==> src/rtl/svc_sram_pkg.sv <==
// Shared types for the AXI SRAM command path: grant side and arbitration modes.
// Latency: n/a (types and constants only).
// Backpressure: n/a.
//
// Contents:
//   grant_t            which command stream owns the SRAM port
//   ARB_RR/ARB_WR_PRI/ARB_RD_PRI  arbitration mode encodings
//   CNT_W              width of the consecutive-grant and outstanding-read counters
//   other_side()       the opposite grant side
package svc_sram_pkg;

   typedef enum logic {
      GRANT_WR = 1'b0,
      GRANT_RD = 1'b1
   } grant_t;

   localparam int ARB_RR     = 0;
   localparam int ARB_WR_PRI = 1;
   localparam int ARB_RD_PRI = 2;

   // MAX_CONSEC and MAX_RD_OUTSTANDING are both limited to 255.
   localparam int CNT_W = 8;

   function automatic grant_t other_side(input grant_t g);
      return (g == GRANT_WR) ? GRANT_RD : GRANT_WR;
   endfunction

endpackage

==> src/rtl/svc_sram_arb_grant.sv <==
// Grant decision between the write and read SRAM command streams.
// Latency: purely combinational, zero cycles.
// Backpressure: none here; the top gates the decision with its output-register load.
//
// Ports:
//   wr_req, rd_req   side is requesting (rd_req already qualified by the read limit)
//   last_grant       side that won the most recent accepted command
//   consec           back-to-back grants already given to last_grant
//   grant            winning side (meaningful only when a request is present)
module svc_sram_arb_grant
   import svc_sram_pkg::*;
#(
   parameter int MODE       = ARB_RR,
   parameter int MAX_CONSEC = 4
) (
   input  logic             wr_req,
   input  logic             rd_req,
   input  grant_t           last_grant,
   input  logic [CNT_W-1:0] consec,
   output grant_t           grant
);

   localparam grant_t           FAV  = (MODE == ARB_RD_PRI) ? GRANT_RD : GRANT_WR;
   localparam logic [CNT_W-1:0] MAXC = CNT_W'(MAX_CONSEC);

   always_comb begin
      grant = last_grant;
      if (wr_req && !rd_req) begin
         grant = GRANT_WR;
      end else if (rd_req && !wr_req) begin
         grant = GRANT_RD;
      end else if (wr_req && rd_req) begin
         if (MODE == ARB_RR) begin
            grant = other_side(last_grant);
         end else if ((last_grant == FAV) && (consec == MAXC)) begin
            // Favoured side has used up its run; the waiting side gets one slot.
            grant = other_side(FAV);
         end else begin
            grant = FAV;
         end
      end
   end

endmodule

==> src/rtl/svc_axi_sram_cmd_arb.sv <==
// Arbitrates AXI read/write SRAM command streams onto one registered SRAM command port.
// Latency: command accepted at cycle N appears on sram_cmd_* at cycle N+1.
// Backpressure: input readys drop while the output register holds an unaccepted command.
//
// Ports:
//   clk, rst_n                      clock, synchronous active-low reset
//   wr_cmd_valid/ready, addr/data/strb   write command stream
//   rd_cmd_valid/ready, id/addr          read command stream
//   sram_cmd_valid/ready, id/addr/wr_en/wr_data/wr_strb   registered SRAM command
//   sram_rd_resp_valid/ready        monitored; each handshake retires one outstanding read
module svc_axi_sram_cmd_arb
   import svc_sram_pkg::*;
#(
   parameter int ADDR_WIDTH         = 19,
   parameter int DATA_WIDTH         = 16,
   parameter int ID_WIDTH           = 4,
   parameter int STRB_WIDTH         = DATA_WIDTH / 8,
   parameter int MODE               = 0,
   parameter int MAX_CONSEC         = 4,
   parameter int MAX_RD_OUTSTANDING = 4
) (
   input  logic                  clk,
   input  logic                  rst_n,

   input  logic                  wr_cmd_valid,
   output logic                  wr_cmd_ready,
   input  logic [ADDR_WIDTH-1:0] wr_cmd_addr,
   input  logic [DATA_WIDTH-1:0] wr_cmd_data,
   input  logic [STRB_WIDTH-1:0] wr_cmd_strb,

   input  logic                  rd_cmd_valid,
   output logic                  rd_cmd_ready,
   input  logic [ID_WIDTH-1:0]   rd_cmd_id,
   input  logic [ADDR_WIDTH-1:0] rd_cmd_addr,

   output logic                  sram_cmd_valid,
   input  logic                  sram_cmd_ready,
   output logic [ID_WIDTH-1:0]   sram_cmd_id,
   output logic [ADDR_WIDTH-1:0] sram_cmd_addr,
   output logic                  sram_cmd_wr_en,
   output logic [DATA_WIDTH-1:0] sram_cmd_wr_data,
   output logic [STRB_WIDTH-1:0] sram_cmd_wr_strb,

   input  logic                  sram_rd_resp_valid,
   input  logic                  sram_rd_resp_ready
);

   localparam logic [CNT_W-1:0] MAXC  = CNT_W'(MAX_CONSEC);
   localparam logic [CNT_W-1:0] MAXRD = CNT_W'(MAX_RD_OUTSTANDING);

   logic             load;
   logic             rd_ok;
   logic             accept;
   logic             rd_retire;
   grant_t           grant;
   grant_t           last_grant;
   logic [CNT_W-1:0] consec;
   logic [CNT_W-1:0] rd_cnt;

   // The output register may take a new command when empty or being drained.
   assign load      = !sram_cmd_valid || sram_cmd_ready;
   // Reads beyond the outstanding cap are hidden from the arbiter entirely,
   // so a blocked read never costs the write side a slot.
   assign rd_ok     = rd_cmd_valid && (rd_cnt < MAXRD);
   assign rd_retire = sram_rd_resp_valid && sram_rd_resp_ready;

   svc_sram_arb_grant #(
      .MODE       (MODE),
      .MAX_CONSEC (MAX_CONSEC)
   ) u_grant (
      .wr_req     (wr_cmd_valid),
      .rd_req     (rd_ok),
      .last_grant (last_grant),
      .consec     (consec),
      .grant      (grant)
   );

   // rst_n gating keeps both readys low while reset is asserted.
   assign wr_cmd_ready = rst_n && load && wr_cmd_valid && (grant == GRANT_WR);
   assign rd_cmd_ready = rst_n && load && rd_ok && (grant == GRANT_RD);
   assign accept       = wr_cmd_ready || rd_cmd_ready;

   // Registered SRAM command. Payload only changes on an accept, so it is
   // stable whenever a command is stalled.
   always_ff @(posedge clk) begin
      if (!rst_n) begin
         sram_cmd_valid   <= 1'b0;
         sram_cmd_id      <= '0;
         sram_cmd_addr    <= '0;
         sram_cmd_wr_en   <= 1'b0;
         sram_cmd_wr_data <= '0;
         sram_cmd_wr_strb <= '0;
      end else if (load) begin
         sram_cmd_valid <= accept;
         if (wr_cmd_ready) begin
            sram_cmd_id      <= '0;
            sram_cmd_addr    <= wr_cmd_addr;
            sram_cmd_wr_en   <= 1'b1;
            sram_cmd_wr_data <= wr_cmd_data;
            sram_cmd_wr_strb <= wr_cmd_strb;
         end else if (rd_cmd_ready) begin
            sram_cmd_id      <= rd_cmd_id;
            sram_cmd_addr    <= rd_cmd_addr;
            sram_cmd_wr_en   <= 1'b0;
            sram_cmd_wr_data <= '0;
            sram_cmd_wr_strb <= '0;
         end
      end
   end

   // Arbitration history. Reset leaves last_grant on the write side so the
   // first contested round-robin decision favours reads.
   always_ff @(posedge clk) begin
      if (!rst_n) begin
         last_grant <= GRANT_WR;
         consec     <= '0;
      end else if (accept) begin
         last_grant <= grant;
         if (grant == last_grant) begin
            consec <= (consec < MAXC) ? consec + 1'b1 : consec;
         end else begin
            consec <= CNT_W'(1);
         end
      end
   end

   // Outstanding reads: issue and retire in the same cycle cancel out.
   always_ff @(posedge clk) begin
      if (!rst_n) begin
         rd_cnt <= '0;
      end else begin
         case ({rd_cmd_ready, rd_retire})
            2'b10:   rd_cnt <= rd_cnt + 1'b1;
            2'b01:   rd_cnt <= rd_cnt - 1'b1;
            default: rd_cnt <= rd_cnt;
         endcase
      end
   end

`ifdef FORMAL
   // A response with nothing outstanding means the upstream read path is broken.
   always_ff @(posedge clk) begin
      if (rst_n && rd_retire) begin
         assert (rd_cnt != '0);
      end
   end
`endif

endmodule

==> config.mk <==
export PLATFORM = sky130hd
export DESIGN_NAME = svc_axi_sram_cmd_arb
export DESIGN_NICKNAME = d
export VERILOG_FILES = /design/src/rtl/svc_sram_pkg.sv /design/src/rtl/svc_sram_arb_grant.sv /design/src/rtl/svc_axi_sram_cmd_arb.sv
export SDC_FILE = /design/constraint.sdc
export NUM_CORES = 1
export LEC_CHECK = 0
export CORE_MARGIN = 5
export CORE_UTILIZATION = 35
export CTS_BUF_LIST = sky130_fd_sc_hd__clkbuf_4
export DETAILED_ROUTE_END_ITERATION = 8
export GPL_ROUTABILITY_DRIVEN = 0
export PLACE_DENSITY = 0.74
export SLEW_MARGIN = 20
export SYNTH_ARGS = -nofsm -noshare
export SYNTH_HDL_FRONTEND = slang
export SYNTH_SLANG_ARGS = --single-unit
==> constraint.sdc <==
create_clock -name clk -period 7.9 [get_ports clk]
set_input_delay 1.58 -clock clk [delete_from_list [all_inputs] [get_ports clk]]
set_output_delay 1.58 -clock clk [all_outputs]
set_load 0.05 [all_outputs]
After elaboration in Yosys (flattened, before gate mapping)

Cells that the tools add are included.

Register bits after elaboration: 52
Input port bits: 67

Add/sub/neg operators: 2
$lt $le $gt $ge: 1
Equal/unequal tests: 2
Muxes and demuxes: 15
Bitwise operators: 1
Reduce and logical (&&, ||, !) cells: 18

Operator list:

| kind                                                 | count |
|---|---|
| two-way mux 19 bit                                   | 2 |
| two-way mux 16 bit                                   | 2 |
| one-hot mux 8 bit (2 select lines)                   | 1 |
| logical AND 1 bit                                    | 10 |
| adder 8 x 1 -> 8 bit (second input constant)         | 1 |
| < comparator 8 x 3 -> 1 bit (second input constant)  | 1 |
| two-way mux 4 bit                                    | 2 |
| subtractor 8 x 1 -> 8 bit (second input constant)    | 1 |
| two-way mux 1 bit                                    | 6 |
| two-way mux 2 bit                                    | 2 |
| nonzero test 2 bit                                   | 2 |
| logical NOT 1 bit                                    | 3 |
| equality test 2 x 1 -> 1 bit (second input constant) | 1 |
| equality test 2 bit (second input constant)          | 1 |
| logical OR 1 bit                                     | 2 |
| AND reduction 2 bit                                  | 1 |
| inverter 1 bit                                       | 1 |

Depth between registers and ports, before layout

Gate-level depths: netlist (run 1).

Word-level depth: 10
Gate-level depth with buffers: 13
Mapped depth without buffers: 11

By module

A second synthesis (run 1) with hierarchy kept.

Cell total of the unflattened synthesis: 313
Area, all modules: 2,802.7 µm²

By module, submodules not included:

| module               | instances | cells an instance | area each (µm²) |
|---|---|---|---|
| svc_axi_sram_cmd_arb | 1         | 311               | 2,788.9 |
| svc_sram_arb_grant   | 1         | 2                 | 13.8 |

Worst setup path before layout (run 1)

Ideal clock, no wire load.

Path type: in2reg
Start: input port rd_cmd_valid
End: register rd_cnt[7]
Library setup time: 0.134 ns
Arrival time: 4.828 ns
Data required time: 7.766 ns
Slack: 2.938 ns
Stages: 12
Path buffers: 2
Cell sequence: or4b_1 > or4_4 > or2_0 > buf_2 > buf_2 > ha_1 > ha_1 > a21o_1 > a21oi_1 > o21ai_0 > o221a_2 > or4_1

Word-level cells in the longest chain between the ends: 8
Elaborated cells on any way between the ends: 14

Ends and longest elaborated chain:

| item                                                                            | line                        | source |
|---|---|---|
| start, declared                                                                 | svc_axi_sram_cmd_arb.sv:31  | `input logic rd_cmd_valid,` |
| logical AND 1 bit (*)                                                           | svc_axi_sram_cmd_arb.sv:64  | `assign rd_ok = rd_cmd_valid && (rd_cnt < MAXRD);` |
| logical AND 1 bit                                                               | svc_sram_arb_grant.sv:32    | `end else if (wr_req && rd_req) begin` |
| two-way mux 1 bit                                                               | svc_sram_arb_grant.sv:32    |  |
| two-way mux 1 bit                                                               | svc_sram_arb_grant.sv:30    | `end else if (rd_req && !wr_req) begin` |
| two-way mux 1 bit                                                               | svc_sram_arb_grant.sv:28    | `if (wr_req && !rd_req) begin` |
| logical AND 1 bit (*)                                                           | svc_axi_sram_cmd_arb.sv:80  | `assign rd_cmd_ready = rst_n && load && rd_ok && (grant == GRANT_RD);` |
| equality test 2 x 1 -> 1 bit / equality test 2 bit (equally long branches)      | svc_axi_sram_cmd_arb.sv:132 | `case ({rd_cmd_ready, rd_retire})` |
| one-hot mux 8 bit (2 select lines) / nonzero test 2 bit (equally long branches) | -                           |  |
| end signal, assigned                                                            | svc_axi_sram_cmd_arb.sv:133 | `2'b10: rd_cnt <= rd_cnt + 1'b1;` |
| end signal, assigned                                                            | svc_axi_sram_cmd_arb.sv:134 | `2'b01: rd_cnt <= rd_cnt - 1'b1;` |
| end signal, assigned                                                            | svc_axi_sram_cmd_arb.sv:135 | `default: rd_cnt <= rd_cnt;` |
| end, declared                                                                   | svc_axi_sram_cmd_arb.sv:58  | `logic [CNT_W-1:0] rd_cnt;` |

Every way passes the cells marked *; elsewhere a longest branch is shown, timed or not.
A chain may end at the register's enable or synchronous reset.

Final worst setup path (run 1)

Start: input port rd_cmd_valid
End: output port wr_cmd_ready

Word-level cells in the longest chain between the ends: 7
Elaborated cells on any way between the ends: 10

Ends and longest elaborated chain:

| item                  | line                       | source |
|---|---|---|
| logical AND 1 bit (*) | svc_axi_sram_cmd_arb.sv:64 |  |
| logical AND 1 bit     | svc_sram_arb_grant.sv:32   |  |
| two-way mux 1 bit     | svc_sram_arb_grant.sv:32   |  |
| two-way mux 1 bit     | svc_sram_arb_grant.sv:30   |  |
| two-way mux 1 bit (*) | svc_sram_arb_grant.sv:28   |  |
| inverter 1 bit (*)    | svc_axi_sram_cmd_arb.sv:79 | `assign wr_cmd_ready = rst_n && load && wr_cmd_valid && (grant == GRANT_WR);` |
| logical AND 1 bit (*) | svc_axi_sram_cmd_arb.sv:79 |  |
| end, declared         | svc_axi_sram_cmd_arb.sv:26 | `output logic wr_cmd_ready,` |

Marks and branches as above.

==> results of run 1 <==
[power by group]
part | switching [µW] | internal [µW] | total (µW)
sequential | 29.3 | 309 | 338
clock | 82.7 | 71.6 | 154
combinational | 244 | 140 | 384
total | 356 | 521 | 877
[sequential cells by signal, summed over array words and instances, names as in the netlist]
register and cells:
rd_cnt 8, sram_cmd_addr 19, sram_cmd_wr_en 1, sram_cmd_wr_strb 2, sram_cmd_id 4, sram_cmd_valid 1
last_grant 1, sram_cmd_wr_data 16
[cell families after synthesis]
family | share of synthesized area (%)
and+or+nand+nor | 22.2
AOI/OAI and AO/OA | 21.0
DFF | 45.7
buffers and inverters | 4.78
adders and majority gates | 4.72
xor gates and xnor gates | 1.54
[layer usage]
layer / vias to the layer above / wire [µm] / GRT usage (%)
met5: - / 0 / 0
met4: 0 / 139 / 5.33
met3: 11 / 283 / 2.67
met2: 53 / 3490 / 27.9
met1: 1069 / 2780 / 18.9
li1: 1171 / - / -
[critical path: stages]
cell and delay, ns:
clkdlybuf4s50_1 0.46, or4b_1 0.45, or4_4 0.45, o21ai_4 0.64, inv_2 0.45, clkdlybuf4s50_1 0.82
[metrics by stage]
stage                     power [µW]  area [µm²]  setup WS (ns)
after floorplan                  595        2280           2.94
after global placement           724        3410           1.49
after detailed placement         731        3410           1.47
after CTS                        885        3490           1.47
after global routing             927        3490           1.31
final                            877        3490           1.46
[cells in the final DEF (no fill, tap or decap), types with 2 or more instances in the layout]
| master | synthesis | final |
|---|---|---|
| or4_1 | 3 | 3 |
| a22oi_1 | 14 | 14 |
| nand3_1 | 24 | 24 |
| nand2b_1 | 5 | 5 |
| nor2_1 | 6 | 6 |
| dfxtp_1 | 52 | 52 |
| nand2_1 | 55 | 55 |
| clkbuf_4 | 0 | 6 |
| xnor2_1 | 2 | 2 |
| a31oi_1 | 6 | 6 |
| o21ai_1 | 11 | 11 |
| clkdlybuf4s50_1 | 0 | 111 |
| nor2b_1 | 2 | 2 |
| ha_1 | 7 | 7 |
| o21ai_0 | 18 | 18 |
| and3_1 | 3 | 3 |
| xor2_1 | 2 | 2 |
| a21oi_1 | 28 | 28 |
| inv_1 | 5 | 5 |
| or2_2 | 1 | 2 |
[final timing paths]
| path | cells past startpoint | slack (ns) | to | from |
|---|---|---|---|---|
| setup / recovery | 6 | 1.46 | wr_cmd_ready | rd_cmd_valid |
| hold / removal | 2 | 0.46 | sram_cmd_addr[13]$_SDFFE_PN0P_ | sram_cmd_addr[13]$_SDFFE_PN0P_ |
| setup reg to reg | 10 | 3.75 | rd_cnt[7]$_SDFFE_PN0P_ | rd_cnt[5]$_SDFFE_PN0P_ |
| hold reg to reg | 2 | 0.46 | sram_cmd_addr[13]$_SDFFE_PN0P_ | sram_cmd_addr[13]$_SDFFE_PN0P_ |
[area by class of cell]
| type | count | area share [%] |
|---|---|---|
| Sequential cell | 52 | 29.8 |
| Clock buffer | 6 | 1.29 |
| Clock inverter | 2 | 1.11 |
| Multi-Input combinational cell | 202 | 32.3 |
| Tap cell | 77 | 2.76 |
| Timing Repair Buffer | 112 | 32.0 |
| Inverter | 6 | 0.645 |
==> reports/metrics.csv, run 1 <==
metric,value,unit
top cell type's share of synthesized area,45.7,%
die area,0.00822,mm²
Port Buf Inserts,111,
Die Y,90.7,µm
root buf cell,clkbuf_4,
initial drt markers,108,
Slew HR,35.6,%
maxcap violations,0,
IO Pins,112,
WHS,0.456,ns
initial core utilization,35.9,%
Die X,90.7,µm
Core ar.,0.00635,mm²
maximum vdd drop,0.154,mV
Leak Pwr,0.00130,µW
post-synthesis async set-or-reset flop share,0,%
DR DRC count,0,
Synth Instances,279,
critical path type,primary input to primary output,
"area leader, netlist",dfxtp_1,
number of synthesized flops with an enable pin,0,
Final Hold Vio Count,0,
Via density,5.04,
critical path capture point type,primary output,
largest net degree at the start of global routing,34,
initial antenna violation count,0,
FILL cells,604,
"Core Util, Final",55.0,%
share of layout cells above drive strength 1,4.47,%
startpoint types,primary input,
critical path peak fanout,33,
final wirelength,6.69,mm
clock-pin slew on the worst setup and hold paths,0.15,ns
Finished Layout Cells,457,
syn_area_per_cell,8.17,µm²
count of different cell masters after synthesis,36,
clk sinks,52,
post-cts sizing count,0,
first-pass GRT wire length,10.8,mm
number of global-route vias before repair,2209,
total grt overflow,0,
final setup vio count,0,
worst-skew pair later-pin latency,0.37,ns
Final Cycle Share,81.5,%
area grow syn2layout,53.2,%
dpl cells,449,
Antenna Cells,0,
CTS max path bufs,2,
final setup TNS,0,ns
postcts setup bufs,0,
Mapped Area,0.00228,mm²
CTS tree,built,
clock skew,0.0281,ns
"Data required, critical path",6.32,ns
Final Net Count,454,
Detailed Place HPWL,5.07,mm
highest clock rate,0.155,GHz
Tightest Hold Check Type,flop to flop,
"Net Count, Synth",354,
commonest cells in the synthesized netlist,"nand2_1 (55), dfxtp_1 (52), a21oi_1 (28), nand3_1 (24), o21ai_0 (18)",
most frequently used flop master after synthesis,dfxtp_1,
CTS Buf Count,5,
"top cells by area, synth","dfxtp_1 (46%), nand2_1 (9.1%), a21oi_1 (6.2%)",
hold buffer count at cts,0,
Site Rows,29,
sequential cell area,0.00104,mm²
Routed Antenna Nets,0,
Ys Warns,0,
Pins Over Slew Limit,0,
WP data arrival,4.86,ns
H-Tree Depth,2,
power per cell area,251,mW/mm²
Seq cells post-synth,52,
vias,2304,
"Seq/Total Area, Yosys",45.7,%
outcome,completed,
unrepaired setup endpoints after global routing,false,
area of the multi-input gates,0.00113,mm²
slew of the pin with the lowest slew margin,0.964,ns
GRT Util Overall,15.7,%
DR pass1 iterations,4,
most common cell in the netlist,nand2_1,
Period minus WS final,6.44,ns
routed wire length per instance,14.6,µm
Power figures use the tool's default switching activity.
==> run 2, diff against run 1 <==
==> constraint.sdc (replaced) <==
create_clock -name clk -period 6.5 [get_ports clk]
set_input_delay 1.3 -clock clk [delete_from_list [all_inputs] [get_ports clk]]
set_output_delay 1.3 -clock clk [all_outputs]
set_load 0.05 [all_outputs]
==> reports/metrics.csv, run 2 (synthesis gave the netlist of run 1 again) <==
metric,value,unit,change
Regs by FF count,"sram_cmd_addr x19, sram_cmd_wr_data x16, rd_cnt x8",,
maxcap violations,0,,unchanged
unrepaired setup endpoints after global routing,false,,
power per cell area,294,mW/mm²,+17%
Via density,5.01,,-0.61%
final wirelength,6.66,mm,-0.45%
"slowest stage delay, CP",0.80,ns,-0.02 ns
Power Total,1020,µW,+17%
GRT Util Overall,15.4,%,-0.27 points
highest clock rate,0.193,GHz,
postcts setup bufs,0,,unchanged
startpoint types,primary input,,
Largest Register,sram_cmd_addr,,
critical path peak fanout,8,,-76%
Pins Over Slew Limit,0,,unchanged
initial drt markers,76,,-30%
Site Rows,29,,unchanged
Antenna Cells,0,,unchanged
post-route cell area,0.00348,mm²,-0.36%
DR DRC count,0,,unchanged
Final Net Count,456,,+0.44%
IO Pins,112,,unchanged
Final Cycle Share,79.9,%,
CP max-delay cell,clkdlybuf4s50_1,,
area grow syn2layout,52.7,%,
P_sw,430,µW,+21%
final setup TNS,0,ns,unchanged
initial core utilization,35.9,%,unchanged
Switching Share,42.0,%,+1.4 points
initial antenna violation count,0,,unchanged
critical path capture point type,primary output,,
WHS,0.455,ns,-0.000342 ns
clk sinks,52,,unchanged
first-pass GRT wire length,10.7,mm,-1.0%
share of layout cells above drive strength 1,4.45,%,-0.023 points
Gate power share,46.1,%,+2.2 points
Detailed Place HPWL,4.94,mm,-2.6%
clock skew,0.0130,ns,-0.0151 ns
Die X,90.7,µm,unchanged
hold buffer count at cts,0,,unchanged
outcome,completed,,
Period minus WS final,5.19,ns,
Clock power frac,13.9,%,-3.7 points
slew of the pin with the lowest slew margin,1.03,ns,+0.0706 ns
largest net degree at the start of global routing,34,,unchanged
Final Hold Vio Count,0,,unchanged
critical path type,primary input to primary output,,
die area,0.00822,mm²,unchanged
"Data required, critical path",5.20,ns,-1.12 ns
WP data arrival,3.89,ns,-0.97 ns
CTS Buf Count,5,,unchanged
worst-skew pair later-pin latency,0.36,ns,about the same
maximum vdd drop,0.185,mV,+20%
Routed Antenna Nets,0,,unchanged
H-Tree Depth,2,,unchanged
sequential share of power,40.0,%,+1.5 points
Port Buf Inserts,111,,unchanged
clock-pin slew on the worst setup and hold paths,0.13,ns,-0.02 ns
cell mode on critical path,clkdlybuf4s50_1,,
"commonest non-fill, non-tap cell in the layout",clkdlybuf4s50_1,,
internal power,594,µW,+14%
root buf cell,clkbuf_4,,
post-cts sizing count,0,,unchanged
Tightest Hold Check Type,flop to flop,,
final setup vio count,0,,unchanged
CTS max path bufs,2,,unchanged
Slew HR,30.9,%,-4.7 points
Die Y,90.7,µm,unchanged
CTS tree,built,,
Leak Pwr,0.00129,µW,-0.67%
total grt overflow,0,,unchanged
routed wire length per instance,14.5,µm,-0.88%
max FFs per register,19,,unchanged
most frequent cells in the layout,"clkdlybuf4s50_1 (111), nand2_1 (55), dfxtp_1 (52), a21oi_1 (28), nand3_1 (24)",,
vias,2300,,-0.17%
Core ar.,0.00635,mm²,unchanged
worst-path cell chain,clkdlybuf4s50_1 > or4b_1 > or4_4 > or2_1 > inv_1 > clkdlybuf4s50_1,,
number of global-route vias before repair,2143,,-3.0%
DR pass1 iterations,4,,unchanged
DP Area,0.00342,mm²,+0.44%
-- run 2: layout make-up --
| type | count | area, µm² |
|---|---|---|
| Multi-Input combinational cell | 202 | 1130 |
| Fill cell | 594 | 2870 |
| Sequential cell | 52 | 1040 |
| Inverter | 6 | 22.5 |
| Clock buffer | 6 | 45.0 |
| Clock inverter | 2 | 11.3 |
| Timing Repair Buffer | 114 | 1130 |
| Tap cell | 77 | 96.3 |
-- run 2: worst paths after layout --
path	from	end	slack, ns	cells past startpoint
max	rd_cmd_valid	rd_cmd_ready	1.31	6
min	sram_cmd_addr[17]$_SDFFE_PN0P_	sram_cmd_addr[17]$_SDFFE_PN0P_	0.46	2
max reg2reg	rd_cnt[5]$_SDFFE_PN0P_	rd_cnt[7]$_SDFFE_PN0P_	2.61	10
min reg2reg	sram_cmd_addr[17]$_SDFFE_PN0P_	sram_cmd_addr[17]$_SDFFE_PN0P_	0.46	2
-- run 2: critical path, delay by kind of cell --
family	cells	cell delay (ns)
AND/OR/NAND/NOR	3	1.25
buffers and inverters	3	1.34
-- run 2: per-stage QoR --
step,util [%],setup WS [ns],std cells
floorplan,-,1.82,279
global placement,53.9,1.31,451
detailed placement,53.9,1.28,451
CTS,54.8,1.29,459
global route,54.8,1.23,459
finish,54.8,1.31,459
-- run 2: power by group through the flow --
stage	Clock [µW]	Combinational (µW)	Sequential [µW]
after floorplan	0	158	564
after global placement	0	471	414
after detailed placement	0	475	416
after CTS	152	477	409
after global routing	163	505	417
final	142	472	409
-- run 2: per-layer routing --
metal / up-vias / share of wire, % / wire length (µm) / GRT usage [%]
met1: 1058 / 42 / 2820 / 18.5
met3: 4 / 5.3 / 351 / 3.00
li1: 1180 / - / - / -
met2: 58 / 52 / 3440 / 27.7
met5: - / 0 / 0 / 0
met4: 0 / 0.84 / 56 / 4.09
